File: src/rtl/seq_player.sv
// Multi-channel step sequencer: tempo divider, pattern select and pattern-RAM playback.
// Latency: tick in cycle T -> mem_rd in T+1 -> step_data/step_valid in T+3.
// Backpressure: none; the external RAM must return data the cycle after mem_rd.
//
// Ports:
//   CLK_50, reset (sync, active-low)      clock and reset
//   run, mode, seq_len                    play control, play mode, last step index
//   freq_up/freq_dn, seq_up/seq_dn        one-cycle pulses from the debouncers
//   mem_addr, mem_rd, mem_data            synchronous pattern RAM read port
//   step_data, step_valid, gate, tick     playback outputs
//   step, seq_num, freq_num, done         status outputs
module seq_player #(
    parameter int CHANNELS = 4,
    parameter int DATA_W   = 10,
    parameter int STEP_W   = 7,
    parameter int SEQ_W    = 3,
    parameter int FREQ_W   = 3,
    parameter int FREQ_DEF = 3,
    parameter int BASE_DIV = 50000
) (
    input  logic                     CLK_50,
    input  logic                     reset,
    input  logic                     run,
    input  logic [1:0]               mode,
    input  logic                     freq_up,
    input  logic                     freq_dn,
    input  logic                     seq_up,
    input  logic                     seq_dn,
    input  logic [STEP_W-1:0]        seq_len,
    output logic [SEQ_W+STEP_W-1:0]  mem_addr,
    output logic                     mem_rd,
    input  logic [DATA_W-1:0]        mem_data,
    output logic [DATA_W-1:0]        step_data,
    output logic                     step_valid,
    output logic [CHANNELS-1:0]      gate,
    output logic                     tick,
    output logic [STEP_W-1:0]        step,
    output logic [SEQ_W-1:0]         seq_num,
    output logic [FREQ_W-1:0]        freq_num,
    output logic                     done
);

    localparam int FREQ_SPAN = 2 ** FREQ_W;
    localparam int CNT_W     = $clog2(BASE_DIV * FREQ_SPAN + 1);
    localparam logic [FREQ_W-1:0] FREQ_MAX = {FREQ_W{1'b1}};

    typedef enum logic [2:0] {
        S_IDLE,
        S_FETCH,
        S_LATCH,
        S_PLAY,
        S_DONE
    } state_t;

    state_t                     state_q, state_d;
    logic [CNT_W-1:0]           div_cnt_q, div_cnt_d;
    logic [STEP_W-1:0]          step_q, step_d;
    logic                       dir_dn_q, dir_dn_d;   // 1 = ping-pong moving down
    logic [SEQ_W-1:0]           seq_num_q, seq_num_d;
    logic [FREQ_W-1:0]          freq_num_q, freq_num_d;
    logic [DATA_W-1:0]          step_data_q, step_data_d;
    logic                       step_valid_q, step_valid_d;
    logic                       mem_rd_q, mem_rd_d;
    logic [SEQ_W+STEP_W-1:0]    mem_addr_q, mem_addr_d;
    logic                       done_q, done_d;

    logic [CNT_W-1:0]           period;
    logic                       tick_w;
    logic [STEP_W-1:0]          nxt_step;
    logic                       nxt_dir_dn;
    logic                       nxt_end;              // one-shot reached its last step

    always_comb begin
        // Recomputed from the live tempo index; the >= compare below lets a
        // tempo change that shortens the period fire a tick right away.
        period = CNT_W'(BASE_DIV) * (CNT_W'(FREQ_SPAN) - CNT_W'(freq_num_q));
        tick_w = (state_q == S_PLAY) && (div_cnt_q >= period - CNT_W'(1));

        // Next-step selection, only consumed on a tick in PLAY.
        nxt_step   = step_q + STEP_W'(1);
        nxt_dir_dn = 1'b0;
        nxt_end    = 1'b0;
        case (mode)
            2'b01: begin
                nxt_end = (step_q >= seq_len);
            end
            2'b10: begin
                nxt_dir_dn = dir_dn_q;
                if (!dir_dn_q) begin
                    if (step_q >= seq_len) begin
                        // min(step, seq_len) is seq_len on this branch.
                        nxt_dir_dn = 1'b1;
                        nxt_step   = (seq_len == '0) ? '0 : seq_len - STEP_W'(1);
                    end
                end else begin
                    if (step_q == '0) begin
                        nxt_dir_dn = 1'b0;
                        nxt_step   = (seq_len == '0) ? '0 : STEP_W'(1);
                    end else begin
                        nxt_step   = step_q - STEP_W'(1);
                    end
                end
            end
            default: begin
                if (step_q >= seq_len) begin
                    nxt_step = '0;
                end
            end
        endcase
    end

    always_comb begin
        state_d      = state_q;
        div_cnt_d    = '0;
        step_d       = step_q;
        dir_dn_d     = dir_dn_q;
        seq_num_d    = seq_num_q;
        freq_num_d   = freq_num_q;
        step_data_d  = step_data_q;
        step_valid_d = 1'b0;
        mem_rd_d     = 1'b0;
        mem_addr_d   = mem_addr_q;
        done_d       = done_q;

        // Tempo and pattern selection are live in every state.
        if (freq_up && !freq_dn && freq_num_q != FREQ_MAX) begin
            freq_num_d = freq_num_q + FREQ_W'(1);
        end else if (freq_dn && !freq_up && freq_num_q != '0) begin
            freq_num_d = freq_num_q - FREQ_W'(1);
        end

        if (seq_up && !seq_dn) begin
            seq_num_d = seq_num_q + SEQ_W'(1);
        end else if (seq_dn && !seq_up) begin
            seq_num_d = seq_num_q - SEQ_W'(1);
        end

        case (state_q)
            S_IDLE: begin
                if (run) begin
                    state_d  = S_FETCH;
                    step_d   = '0;
                    dir_dn_d = 1'b0;
                end
            end
            S_FETCH: begin
                if (!run) begin
                    state_d = S_IDLE;
                    step_d  = '0;
                end else begin
                    state_d = S_LATCH;
                end
            end
            S_LATCH: begin
                // Stopping here drops the returning RAM word unlatched.
                if (!run) begin
                    state_d = S_IDLE;
                    step_d  = '0;
                end else begin
                    state_d      = S_PLAY;
                    step_data_d  = mem_data;
                    step_valid_d = 1'b1;
                end
            end
            S_PLAY: begin
                if (!run) begin
                    state_d = S_IDLE;
                    step_d  = '0;
                end else if (tick_w) begin
                    if (nxt_end) begin
                        state_d = S_DONE;
                        done_d  = 1'b1;
                    end else begin
                        state_d  = S_FETCH;
                        step_d   = nxt_step;
                        dir_dn_d = nxt_dir_dn;
                    end
                end else begin
                    div_cnt_d = div_cnt_q + CNT_W'(1);
                end
            end
            S_DONE: begin
                if (!run) begin
                    state_d = S_IDLE;
                    done_d  = 1'b0;
                end
            end
            default: begin
                state_d = S_IDLE;
            end
        endcase

        // Read strobe and address are registered so they line up with FETCH.
        if (state_d == S_FETCH) begin
            mem_rd_d   = 1'b1;
            mem_addr_d = {seq_num_d, step_d};
        end
    end

    always_ff @(posedge CLK_50) begin
        if (!reset) begin
            state_q      <= S_IDLE;
            div_cnt_q    <= '0;
            step_q       <= '0;
            dir_dn_q     <= 1'b0;
            seq_num_q    <= '0;
            freq_num_q   <= FREQ_W'(FREQ_DEF);
            step_data_q  <= '0;
            step_valid_q <= 1'b0;
            mem_rd_q     <= 1'b0;
            mem_addr_q   <= '0;
            done_q       <= 1'b0;
        end else begin
            state_q      <= state_d;
            div_cnt_q    <= div_cnt_d;
            step_q       <= step_d;
            dir_dn_q     <= dir_dn_d;
            seq_num_q    <= seq_num_d;
            freq_num_q   <= freq_num_d;
            step_data_q  <= step_data_d;
            step_valid_q <= step_valid_d;
            mem_rd_q     <= mem_rd_d;
            mem_addr_q   <= mem_addr_d;
            done_q       <= done_d;
        end
    end

    // Gate and tick decode straight from registered state: the 50% gate
    // window and the tick must sit in the same cycle as the counter value.
    always_comb begin
        gate = '0;
        if (state_q == S_PLAY && div_cnt_q < (period >> 1)) begin
            gate = step_data_q[CHANNELS-1:0];
        end
    end

    assign tick       = tick_w;
    assign mem_addr   = mem_addr_q;
    assign mem_rd     = mem_rd_q;
    assign step_data  = step_data_q;
    assign step_valid = step_valid_q;
    assign step       = step_q;
    assign seq_num    = seq_num_q;
    assign freq_num   = freq_num_q;
    assign done       = done_q;

endmodule

File: config.mk
export PLATFORM = sky130hd
export DESIGN_NAME = seq_player
export DESIGN_NICKNAME = d
export VERILOG_FILES = /design/src/rtl/seq_player.sv
export SDC_FILE = /design/constraint.sdc
export NUM_CORES = 1
export LEC_CHECK = 0
export ABC_AREA = 1
export CAP_MARGIN = 20
export CORE_MARGIN = 2
export CORE_UTILIZATION = 50
export DETAILED_ROUTE_END_ITERATION = 7
export PLACE_DENSITY = 0.82
export SYNTH_ARGS = -nofsm -noshare
export SYNTH_HDL_FRONTEND = slang
export SYNTH_SLANG_ARGS = --single-unit
File: constraint.sdc
create_clock -name CLK_50 -period 8.4 [get_ports CLK_50]
set_clock_uncertainty 0.2 [all_clocks]
set_input_delay 1.26 -clock CLK_50 [delete_from_list [all_inputs] [get_ports CLK_50]]
set_output_delay 1.26 -clock CLK_50 [all_outputs]
set_load 0.01 [all_outputs]
==> flow_summary.ini <==
[status]
run_status = complete, no violations

[floorplan]
num_rows = 37
io_pins = 67
fp.dieH_um = 105
core_sq_mm = 0.0101
fp.dieW_um = 105
die-area_sq_mm = 0.0111
initial_utilization_pct = 50.7

[global_route]
first_global_vias = 4601
grt_pass1_wl_mm = 20.4
grt_max_degree = 26
grtUsageTotal_pct = 22.3
antenna_found_initial = 0
grt-ovfl-total = 0

[synthesis]
ys_seq_area_share_pct = 23.0
syn_area_per_cell_sq_um = 6.85
synth_cell_type_count = 48
synthMuxAreaShare_pct = 0
postSynthCellCount = 750
synth-seq-cells = 59
synth_warnings = 0
synth_simple_gate_area_share_pct = 34.9
synth_xor_area_share_pct = 5.45
synth_compound_area_share_pct = 9.57
synthAdderAreaFrac_pct = 17.2
synth_top_family_by_area = simple AND/OR/NAND/NOR gates
synth_fp_nets = 845
netlist_area_sq_mm = 0.00514

[timing]
rsz0062_at_grt = no
hold_viol_final = 0
finalSetupViolations = 0
slew_headroom_pct = 55.7
drv_slew = 0
setup_tns_ns = 0
min_period_ns = 7.68
finalCritPeriodShare_pct = 91.4
tightest_slew_ns = 0.660
fmax_mhz = 130

[critical_path]
worstPathMaxFanout = 14
cp_common_cell = nand2_1
startpoint_type = register
crit_path_max_incr_delay_ns = 0.74
cp_slowest_cell = dfxtp_1
required_ns = 6.94
end_kind = primary output
arrival_ns = 6.22
path_class = reg2out

[clocking]
post-cts-setup-buffers = 0
cts.sinks = 59
cts-root-buf = clkbuf_8
cts_buffers = 9
clk_path_buf_depth = 2
cts_resized = 0
hold_buffers = 0
cts_tree = built
clk_latency_ns = 0.35
clk_pin_slew_worst_paths_ns = 0.08
htreeDepth = 3

[drt]
drc = 0
wl_per_cell_um = 12.4
ant_nets = 0
wl_mm = 11.8
viasPerCell = 5.02
first_iter_violations = 236
first_pass_iters = 5
vias = 4793

[layout]
final.fill_count = 931
area_delta_synth_final_pct = 18.6
post-route-util_pct = 60.1
drive_gt1_share_pct = 8.56
antenna_cells = 0
nNetsFinal = 908

[placed_design]
portBuffers = 66
place_congestion = 0.922
dpl.hpwl_mm = 9.29

[power_and_ir_drop]
ir_worst_vdd_v = 0.000115
leakage_uw = 0.00288
p_per_area_mw_per_mm2 = 154

[run]
drv_cap = 0

[hold_path]
min_path_type = reg2reg
==> layer usage <==
layer	wire [um]	track usage [%]
met1	5550	28.4
met2	5350	36.5
met3	602	5.19
met4	281	8.29
met5	0	0
==> logic make-up (layout without fill, tap and decap cells) <==
logic type | count (synthesis) | count (layout)
AND/OR/NAND/NOR | 372 | 372
buffers and inverters | 127 | 195
AO/OA/AOI/OAI | 91 | 91
adder cells (fa/ha/maj) | 69 | 69
flip-flops | 59 | 59
XOR/XNOR | 32 | 32
==> sequential cells by signal (all words and copies together), names as in the netlist <==
name	flops
freq_num	3
mem_rd	1
seq_num	3
dir_dn_q	1
done	1
step_valid	1
mem_addr	10
state_q	3
step_data	10
div_cnt_q	19
step	7
==> layout by cell type, fill, tap and decap left out, drive strengths merged, types with 12 or more instances in the layout <==
cell type,synthesis,final
nand2,186,186
inv,111,112
nor2,95,95
ha,66,66
clkdlybuf4s50,0,66
dfxtp,59,59
nand3,55,55
a21oi,49,49
o21ai,30,30
xor2,24,24
nor3,15,15
nand4,12,12
==> layout make-up <==
type                       instances  area [sq um]  share of cell area, %
inverter                         112           423                   6.94
multi-input combinational        564          3450                   56.6
tap                              136           170                   2.79
sequential                        59          1180                   19.4
clock buffer                      10           138                   2.26
clock inverter                     6          63.8                   1.05
timing repair buffer              67           668                   11.0
==> metrics by stage <==
step / cell area [sq um] / cells / hold WS [ns] / total power [uW] / setup slack, ns
floorplan: 5140 / 750 / 0.229 / 583 / 2.24
CTS: 6100 / 954 / 0.262 / 942 / 0.707
global placement: 5890 / 938 / 0.241 / 667 / 1.36
global route: 6100 / 954 / 0.281 / 1010 / 0.196
detailed placement: 5890 / 938 / 0.252 / 675 / 1.09
finish: 6100 / 954 / 0.259 / 937 / 0.722
==> power breakdown <==
part	internal, uW	total (uW)	switching (uW)
Sequential	288	298	9.69
Clock	145	268	123
Combinational	145	372	227
==> worst paths after layout <==
check                             to                startpoint  slack, ns  depth (start not counted)
max                             tick  freq_num[0]$_SDFFE_PN1P_       0.72                         33
min          div_cnt_q[0]$_SDFF_PP0_   div_cnt_q[0]$_SDFF_PP0_       0.26                          1
max reg2reg    dir_dn_q$_SDFFE_PN0P_  freq_num[0]$_SDFFE_PN1P_       2.19                         36
min reg2reg  div_cnt_q[0]$_SDFF_PP0_   div_cnt_q[0]$_SDFF_PP0_       0.26                          1
==> Yosys cell counts (all sizes together) <==
master / instances / area share, %
a211oi: 1 / 0.15
a21boi: 3 / 0.51
a21o: 1 / 0.15
a21oi: 49 / 4.8
a22oi: 1 / 0.15
a31oi: 1 / 0.12
and3: 1 / 0.22
buf: 11 / 1.3
clkbuf: 4 / 0.29
clkinv: 1 / 0.073
dfxtp: 59 / 23
fa: 3 / 1.2
ha: 66 / 16
inv: 111 / 8.2
nand2: 186 / 14
nand3: 55 / 6.9
nand3b: 2 / 0.29
nand4: 12 / 2.0
nor2: 95 / 8.8
nor3: 15 / 1.8
nor3b: 1 / 0.24
o21a: 3 / 0.44
o21ai: 30 / 2.9
o22ai: 1 / 0.12
o31a: 1 / 0.17
or2: 5 / 0.61
xnor2: 8 / 1.4
xor2: 24 / 4.1
==> critical path: cells and delay by family, from the launching register on <==
kind	cells	cell delay [ns]
simple gates	15	1.24
compound gates	3	0.51
fa+ha+maj	5	1.88
xor+xnor	1	0.08
buf+inv	9	1.42
flops	1	0.74
Power figures use the tool's default switching activity.
